[src/rtl/block_stream_arbiter.sv]
// Round-robin arbiter that captures one requester's block and serializes it
// MSB byte first to a ready/valid byte sink, tagging the stream with the grant ID.
module block_stream_arbiter #(
  parameter  int unsigned NUM_REQ     = 2,
  parameter  int unsigned BLOCK_BYTES = 16,
  localparam int unsigned ID_W        = $clog2(NUM_REQ)
) (
  input  logic                                   clk_in,
  input  logic                                   rst_in,
  input  logic [NUM_REQ-1:0]                     req_valid_in,
  input  logic [NUM_REQ-1:0][BLOCK_BYTES-1:0][7:0] req_block_in,
  output logic [NUM_REQ-1:0]                     req_ready_out,
  input  logic                                   abort_in,
  output logic [7:0]                             byte_out,
  output logic                                   byte_valid_out,
  input  logic                                   byte_ready_in,
  output logic [ID_W-1:0]                        grant_id_out,
  output logic                                   busy_out,
  output logic                                   block_done_out
);

  localparam int unsigned CNT_W = $clog2(BLOCK_BYTES + 1);
  localparam int unsigned IDX_W = $clog2(BLOCK_BYTES);

  typedef enum logic {
    IDLE   = 1'b0,
    STREAM = 1'b1
  } state_e;

  state_e                          state_q, state_d;
  logic [ID_W-1:0]                 rr_q, rr_d;
  logic [CNT_W-1:0]                cnt_q, cnt_d;
  logic [BLOCK_BYTES-1:0][7:0]     buf_q, buf_d;
  logic [NUM_REQ-1:0]              req_ready_q, req_ready_d;
  logic [7:0]                      byte_q, byte_d;
  logic                            valid_q, valid_d;
  logic [ID_W-1:0]                 grant_q, grant_d;
  logic                            busy_q, busy_d;
  logic                            done_q, done_d;

  logic                            found_c;
  logic [ID_W-1:0]                 grant_c;
  logic [ID_W-1:0]                 idx_c;

  // First valid requester at or after the round-robin pointer, wrapping.
  always_comb begin
    found_c = 1'b0;
    grant_c = '0;
    idx_c   = '0;
    for (int i = 0; i < int'(NUM_REQ); i++) begin
      idx_c = ID_W'((32'(rr_q) + 32'(i)) % NUM_REQ);
      if (!found_c && req_valid_in[idx_c]) begin
        found_c = 1'b1;
        grant_c = idx_c;
      end
    end
  end

  always_comb begin
    state_d     = state_q;
    rr_d        = rr_q;
    cnt_d       = cnt_q;
    buf_d       = buf_q;
    req_ready_d = '0;
    byte_d      = byte_q;
    valid_d     = valid_q;
    grant_d     = grant_q;
    busy_d      = busy_q;
    done_d      = 1'b0;

    case (state_q)
      IDLE: begin
        byte_d  = '0;
        valid_d = 1'b0;
        busy_d  = 1'b0;
        // Abort in IDLE suppresses arbitration for that cycle.
        if (found_c && !abort_in) begin
          req_ready_d[grant_c] = 1'b1;
          buf_d                = req_block_in[grant_c];
          byte_d               = req_block_in[grant_c][BLOCK_BYTES-1];
          cnt_d                = CNT_W'(BLOCK_BYTES);
          grant_d              = grant_c;
          rr_d                 = ID_W'((32'(grant_c) + 32'd1) % NUM_REQ);
          valid_d              = 1'b1;
          busy_d               = 1'b1;
          state_d              = STREAM;
        end
      end

      STREAM: begin
        if (abort_in) begin
          state_d = IDLE;
          valid_d = 1'b0;
          busy_d  = 1'b0;
          byte_d  = '0;
          cnt_d   = '0;
        end else if (byte_ready_in) begin
          if (cnt_q == CNT_W'(1)) begin
            state_d = IDLE;
            valid_d = 1'b0;
            busy_d  = 1'b0;
            done_d  = 1'b1;
            byte_d  = '0;
            cnt_d   = '0;
          end else begin
            // Present the byte below the one just accepted.
            cnt_d  = cnt_q - CNT_W'(1);
            byte_d = buf_q[IDX_W'(cnt_q - CNT_W'(2))];
          end
        end
      end

      default: begin
        state_d = IDLE;
      end
    endcase
  end

  always_ff @(posedge clk_in) begin
    if (rst_in) begin
      state_q     <= IDLE;
      rr_q        <= '0;
      cnt_q       <= '0;
      req_ready_q <= '0;
      byte_q      <= '0;
      valid_q     <= 1'b0;
      grant_q     <= '0;
      busy_q      <= 1'b0;
      done_q      <= 1'b0;
    end else begin
      state_q     <= state_d;
      rr_q        <= rr_d;
      cnt_q       <= cnt_d;
      req_ready_q <= req_ready_d;
      byte_q      <= byte_d;
      valid_q     <= valid_d;
      grant_q     <= grant_d;
      busy_q      <= busy_d;
      done_q      <= done_d;
    end
  end

  // Block buffer contents are don't-care after reset.
  always_ff @(posedge clk_in) begin
    buf_q <= buf_d;
  end

  assign req_ready_out  = req_ready_q;
  assign byte_out       = byte_q;
  assign byte_valid_out = valid_q;
  assign grant_id_out   = grant_q;
  assign busy_out       = busy_q;
  assign block_done_out = done_q;

endmodule
[config.mk]
export PLATFORM = sky130hd
export DESIGN_NAME = block_stream_arbiter
export DESIGN_NICKNAME = d
export VERILOG_FILES = /design/src/rtl/block_stream_arbiter.sv
export SDC_FILE = /design/constraint.sdc
export NUM_CORES = 1
export LEC_CHECK = 0
export CAP_MARGIN = 0
export CELL_PAD_IN_SITES_DETAIL_PLACEMENT = 0
export CELL_PAD_IN_SITES_GLOBAL_PLACEMENT = 2
export CORE_UTILIZATION = 27
export CTS_CLUSTER_SIZE = 10
export DETAILED_ROUTE_END_ITERATION = 7
export GPL_ROUTABILITY_DRIVEN = 0
export PLACE_DENSITY_LB_ADDON = 0.1
export SYNTH_ARGS = -nofsm -noshare
export SYNTH_HDL_FRONTEND = slang
export SYNTH_SLANG_ARGS = --single-unit
export TNS_END_PERCENT = 1
[constraint.sdc]
create_clock -name clk_in -period 4.2 [get_ports clk_in]
set_input_delay 1.05 -clock clk_in [delete_from_list [all_inputs] [get_ports clk_in]]
set_output_delay 1.05 -clock clk_in [all_outputs]
set_load 0.03 [all_outputs]
==> results.cfg, run 1 <==
[clock_network]
cts-htree-levels = 4
cts.clk_slew.worst_paths_ns = 0.07
cts_resized = 0
clk_latency_ns = 0.42
cts_root_buf = clkbuf_16
cts_max_path_buffers = 2
cts_tree = done
postCtsSetupRepairBufs = 0
cts.sinks = 148
cts_hold_buf = 0
cts_buffers = 17

[route]
routed_wirelength_um = 23100
wl_per_cell_um = 16.7
dr.first_iter.drc_count = 303
vias = 6037
drc_errors = 0
detail_route.first_pass.iterations = 6
via_per_inst = 4.37
drt.antenna.violating_nets = 0

[setup_path]
cp-start-kind = primary input
worstSetupPathType = primary input to register
rrSetupSlack_ns = 1.44
rr_worst_depth = 6
path_max_fanout = 43
crit_chain = clkdlybuf4s50_1, nor2_2, o21ai_1, inv_6, buf_12
rr_startpoint = cnt_q[1]$_SDFFE_PP0P_
r2r-end = byte_out[1]$_SDFFE_PP0P_
worstPathArrival_ns = 3.06
crit_required_ns = 4.30
end_kind = register
critPathSlowestCell = clkdlybuf4s50_1
slowest_delay_ns = 0.56

[timing]
setup_viol = 0
final.min_clock_period_ns = 2.96
hold_viol = 0
worst_pin_slew_ns = 0.896
slew_violations = 0
fin_worst_skew_ns = 0.0155
slew_headroom = 0.403
rsz0062_at_grt = false
fin_setup_tns_ns = 0
period_share = 0.705
fmax_ghz = 0.338

[logic_synthesis]
synth_edf_count = 128
ys_seq_elements = 148
syn_inst = 733
synth_ff_type = edfxtp_1
synth-seq-area-share = 0.559
yosysWarnings = 0
async_flop_share = 0
syn-mean-instance-area_um2 = 10.4
syn-cell-area_um2 = 7600
syn-num-nets = 999
synth.distinct_cells = 43

[floorplan]
fp.dieW_um = 170
start_util = 0.274
num_rows = 61
core_um2 = 27700
dieHeight_um = 170
io-pin-count = 276
die_area_um2 = 28800

[power_and_ir_drop]
vdd_drop_max_uv = 230
p_per_area_nw_per_um2 = 355
leakage_nw = 4.51
total_power_w = 0.00403

[placed_design]
io_buffers = 275
dpl_cell_area_um2 = 10700
dp_hpwl_um = 17000

[flow_run]
max_cap_viol_count = 0

[grt]
grt_use_total = 0.162
overflow = 0
grt_max_degree = 57
grt_use_met3 = 0.0408
grt_pass1_vias = 5992
grt_use_met2 = 0.262
antenna_found_initial = 0
grt_most_used_layer = met2
use_met1 = 0.215
grt_pass1_wl_um = 34500

[finish]
fill_cells = 2753
drive_gt1_frac = 0.0786
antenna_cells = 0
design_area_um2 = 11400
final_nets = 1258
area_delta_synth_final_pct = 49.4

[min_path]
hold_class = register to register
hold_end = grant_id_out$_SDFFE_PP0P_
whs_path_depth = 2
worst_hold_startpoint = grant_id_out$_SDFFE_PP0P_

[run_status]
status = completed
==> per-layer routing <==
layer	vias to the layer above	share of wire
li1	3060	-
met1	2796	0.44
met2	174	0.49
met3	7	0.062
met4	0	0.0068
met5	-	0
==> cells by family after synthesis <==
group	Yosys count	synth area share
compound gates	46	0.0435
xor+xnor	1	0.00115
simple gates	432	0.223
fa+ha+maj	4	0.00659
mux	51	0.133
buf+inv	51	0.0339
flops	148	0.559
==> layout make-up <==
type	instances	area [um^2]	area share
inverters	6	27.5	0.00243
repair buffers	285	2890	0.255
flip-flops and latches	148	4250	0.374
multi-input cells	534	3110	0.274
clock buffers	19	433	0.0381
clock inverters	13	174	0.0153
well taps	378	473	0.0417
==> cell usage in the layout (no fill, tap or decap), types with 5 or more instances in the layout <==
cell,n
nand2_1,402
clkdlybuf4s50_1,275
edfxtp_1,128
mux4_1,21
dfxtp_1,19
clkbuf_16,17
mux2_2,16
a31oi_1,14
mux4_2,11
nor2_1,9
a41o_1,8
o21bai_1,7
a21oi_1,5
buf_12,5
buf_4,5
==> state kept, by name, indices dropped and copies added, names as in the netlist <==
name and flops:
byte_out 8, block_done_out 1, rr_q 1, cnt_q 5, busy_out 1, buf_q 128
grant_id_out 1, req_ready_out 2, state_q 1
==> worst max path at each step <==
stage	slack [ns]	end	cells past startpoint	start
floorplan	0.43	rr_q$_SDFFE_PP0P_	7	abort_in
global placement	0.88	buf_q[67]$_DFFE_PP_	5	abort_in
detailed placement	0.82	buf_q[75]$_DFFE_PP_	5	abort_in
CTS	1.26	buf_q[72]$_DFFE_PP_	5	abort_in
global route	1.09	buf_q[79]$_DFFE_PP_	5	abort_in
finish	1.24	buf_q[79]$_DFFE_PP_	5	abort_in
==> synth_stat cells (4+ instances only) <==
| library cell | instances | area share |
|---|---|---|
| o21ai_1 | 4 | 0.0026 |
| ha_1 | 4 | 0.0066 |
| nor2_1 | 9 | 0.0044 |
| a31oi_1 | 14 | 0.012 |
| buf_2 | 12 | 0.0079 |
| mux4_2 | 11 | 0.033 |
| dfxtp_1 | 20 | 0.053 |
| buf_1 | 8 | 0.0040 |
| mux4_1 | 21 | 0.073 |
| a21oi_1 | 5 | 0.0033 |
| mux2_2 | 16 | 0.024 |
| a41o_1 | 8 | 0.011 |
| inv_1 | 4 | 0.0020 |
| o21bai_1 | 7 | 0.0069 |
| edfxtp_1 | 128 | 0.51 |
| clkbuf_1 | 20 | 0.0099 |
| nor3_1 | 4 | 0.0026 |
| nand2_1 | 403 | 0.20 |
==> worst max-delay path, delay by kind of cell <==
kind                   cells  cell delay, ns
AND/OR/NAND/NOR            1            0.38
AO/OA/AOI/OAI              1            0.29
buffers and inverters      3            1.28
==> power by group <==
part	total, W	internal [W]	switching (W)
Combinational	0.000699	0.000384	0.000315
Sequential	0.00177	0.00174	0.0000340
Clock	0.00157	0.000945	0.000621
==> metrics by stage <==
step	instances	hold WS, ns	util	worst slack (ns)
after global placement	1351	0.458	0.388	0.883
after global routing	1383	0.499	0.410	1.09
after CTS	1383	0.462	0.410	1.26
final	1383	0.464	0.410	1.24
after floorplan	733	0.470	-	0.430
after detailed placement	1351	0.452	0.388	0.819
No activity file was read; power rests on OpenSTA's default activity.
==> inputs of run 2 (changes only) <==
==> constraint.sdc (replaced) <==
create_clock -name clk_in -period 2.8 [get_ports clk_in]
set_input_delay 0.7 -clock clk_in [delete_from_list [all_inputs] [get_ports clk_in]]
set_output_delay 0.7 -clock clk_in [all_outputs]
set_load 0.03 [all_outputs]
==> results.cfg, run 2 (synthesis gave the netlist of run 1 again) <==
[power_and_ir_drop]
clkPwrFrac = 0.383
leakage_nw = 4.60
p_sw_w = 0.00153
p_per_area_nw_per_um2 = 528
vdd_drop_max_uv = 362
sequentialPowerShare = 0.437
p_int_w = 0.00454
switching_share = 0.252
comb_power_share = 0.179

[floorplan]
fp.dieW_um = 170
dieHeight_um = 170
io-pin-count = 276
start_util = 0.274
core_um2 = 27700
die_area_um2 = 28800
num_rows = 61

[finish]
layout_common_cells = nand2_1 (402), clkdlybuf4s50_1 (275), edfxtp_1 (128)
final_nets = 1274
area_delta_synth_final_pct = 51.1
largest_reg_flops = 128
regMostFlops = buf_q
drive_gt1_frac = 0.0941
layout_commonest_cell = nand2_1
postLayoutCoreUtil = 0.414
antenna_cells = 0

[clock_network]
clk_latency_ns = 0.43
cts_buffers = 17
cts_tree = done
cts.sinks = 148
cts.clk_slew.worst_paths_ns = 0.07
cts_max_path_buffers = 2
cts_hold_buf = 0
cts_root_buf = clkbuf_16
cts_resized = 0
cts-htree-levels = 4
postCtsSetupRepairBufs = 0

[min_path]
hold_end = grant_id_out$_SDFFE_PP0P_
worst_hold_startpoint = grant_id_out$_SDFFE_PP0P_
hold_class = register to register
whs_path_depth = 2

[route]
wl_per_cell_um = 16.8
routed_wirelength_um = 23500
vias = 6061
drt.antenna.violating_nets = 0
detail_route.first_pass.iterations = 6
drc_errors = 0
via_per_inst = 4.34
dr.first_iter.drc_count = 308

[setup_path]
cp-start-kind = register
r2r-end = byte_out[5]$_SDFFE_PP0P_
crit_required_ns = 3.11
worstSetupPathType = register to register
path_max_fanout = 15
rr_startpoint = cnt_q[2]$_SDFFE_PP0P_
worstPathArrival_ns = 2.65
rr_worst_depth = 7
rrSetupSlack_ns = 0.46
end_kind = register

[run_status]
status = completed

[grt]
antenna_found_initial = 0
grt_pass1_wl_um = 35000
grt_pass1_vias = 6040
overflow = 0
grt_max_degree = 54
grt_use_total = 0.164

[timing]
fin_setup_tns_ns = 0
period_share = 0.836
worst_pin_slew_ns = 0.649
fmax_ghz = 0.427
slew_headroom = 0.566
fin_worst_skew_ns = 0.00890
final.min_clock_period_ns = 2.34
setup_viol = 0
slew_violations = 0
rsz0062_at_grt = false
hold_viol = 0

[placed_design]
dp_hpwl_um = 17400
io_buffers = 275

[flow_run]
max_cap_viol_count = 0
run 2: layout make-up:
type	instances	area, um^2
fillers	2703	16200
flip-flops and latches	148	4250
multi-input cells	534	3110
repair buffers	301	3040
well taps	378	473
clock buffers	17	425
clock inverters	14	168
inverters	6	27.5
run 2: critical path: stages, from the launching register on:
cell and delay, ns:
dfxtp_1 0.38, inv_1 0.11, ha_2 0.62, buf_4 0.30
mux4_1 0.37, mux2_2 0.30, nand2_1 0.07, a31oi_1 0.07
run 2: how the worst max path moves through the flow:
stage,startpoint,end,slack [ns],cells after the start
6_report,cnt_q[2]$_SDFFE_PP0P_,byte_out[5]$_SDFFE_PP0P_,0.46,7
5_1_grt,cnt_q[2]$_SDFFE_PP0P_,byte_out[5]$_SDFFE_PP0P_,0.30,7
3_3_place_gp,abort_in,byte_out[1]$_SDFFE_PP0P_,0.19,5
4_1_cts,cnt_q[2]$_SDFFE_PP0P_,byte_out[5]$_SDFFE_PP0P_,0.42,7
3_5_place_dp,abort_in,byte_out[1]$_SDFFE_PP0P_,0.18,5
2_1_floorplan,abort_in,rr_q$_SDFFE_PP0P_,0.08,7
run 2: stage by stage:
step	hold slack [ns]	cells	cell area (um^2)	power [W]	worst slack, ns
4_1_cts	0.463	1398	11500	0.00616	0.418
6_report	0.460	1398	11500	0.00606	0.460
3_3_place_gp	0.448	1367	10900	0.00381	0.187
2_1_floorplan	0.470	733	7600	0.00317	0.0801
3_5_place_dp	0.453	1367	10900	0.00381	0.180
5_1_grt	0.482	1398	11500	0.00634	0.299
run 2: power by group through the flow:
stage | Combinational (W) | Clock, W | Sequential, W
6_report | 0.00109 | 0.00232 | 0.00265
5_1_grt | 0.00119 | 0.00248 | 0.00267
4_1_cts | 0.00111 | 0.00239 | 0.00266
3_5_place_dp | 0.00111 | 0 | 0.00270
3_3_place_gp | 0.00111 | 0 | 0.00270
2_1_floorplan | 0.000473 | 0 | 0.00270
run 2: routing by layer:
metal  routed length (um)  track usage  vias to the layer above
met3                 1160       0.0406                       16
met1                11000        0.218                     2799
met2                11100        0.266                      153
li1                     -            -                     3093
met5                    0            0                        -
met4                  225       0.0423                        0
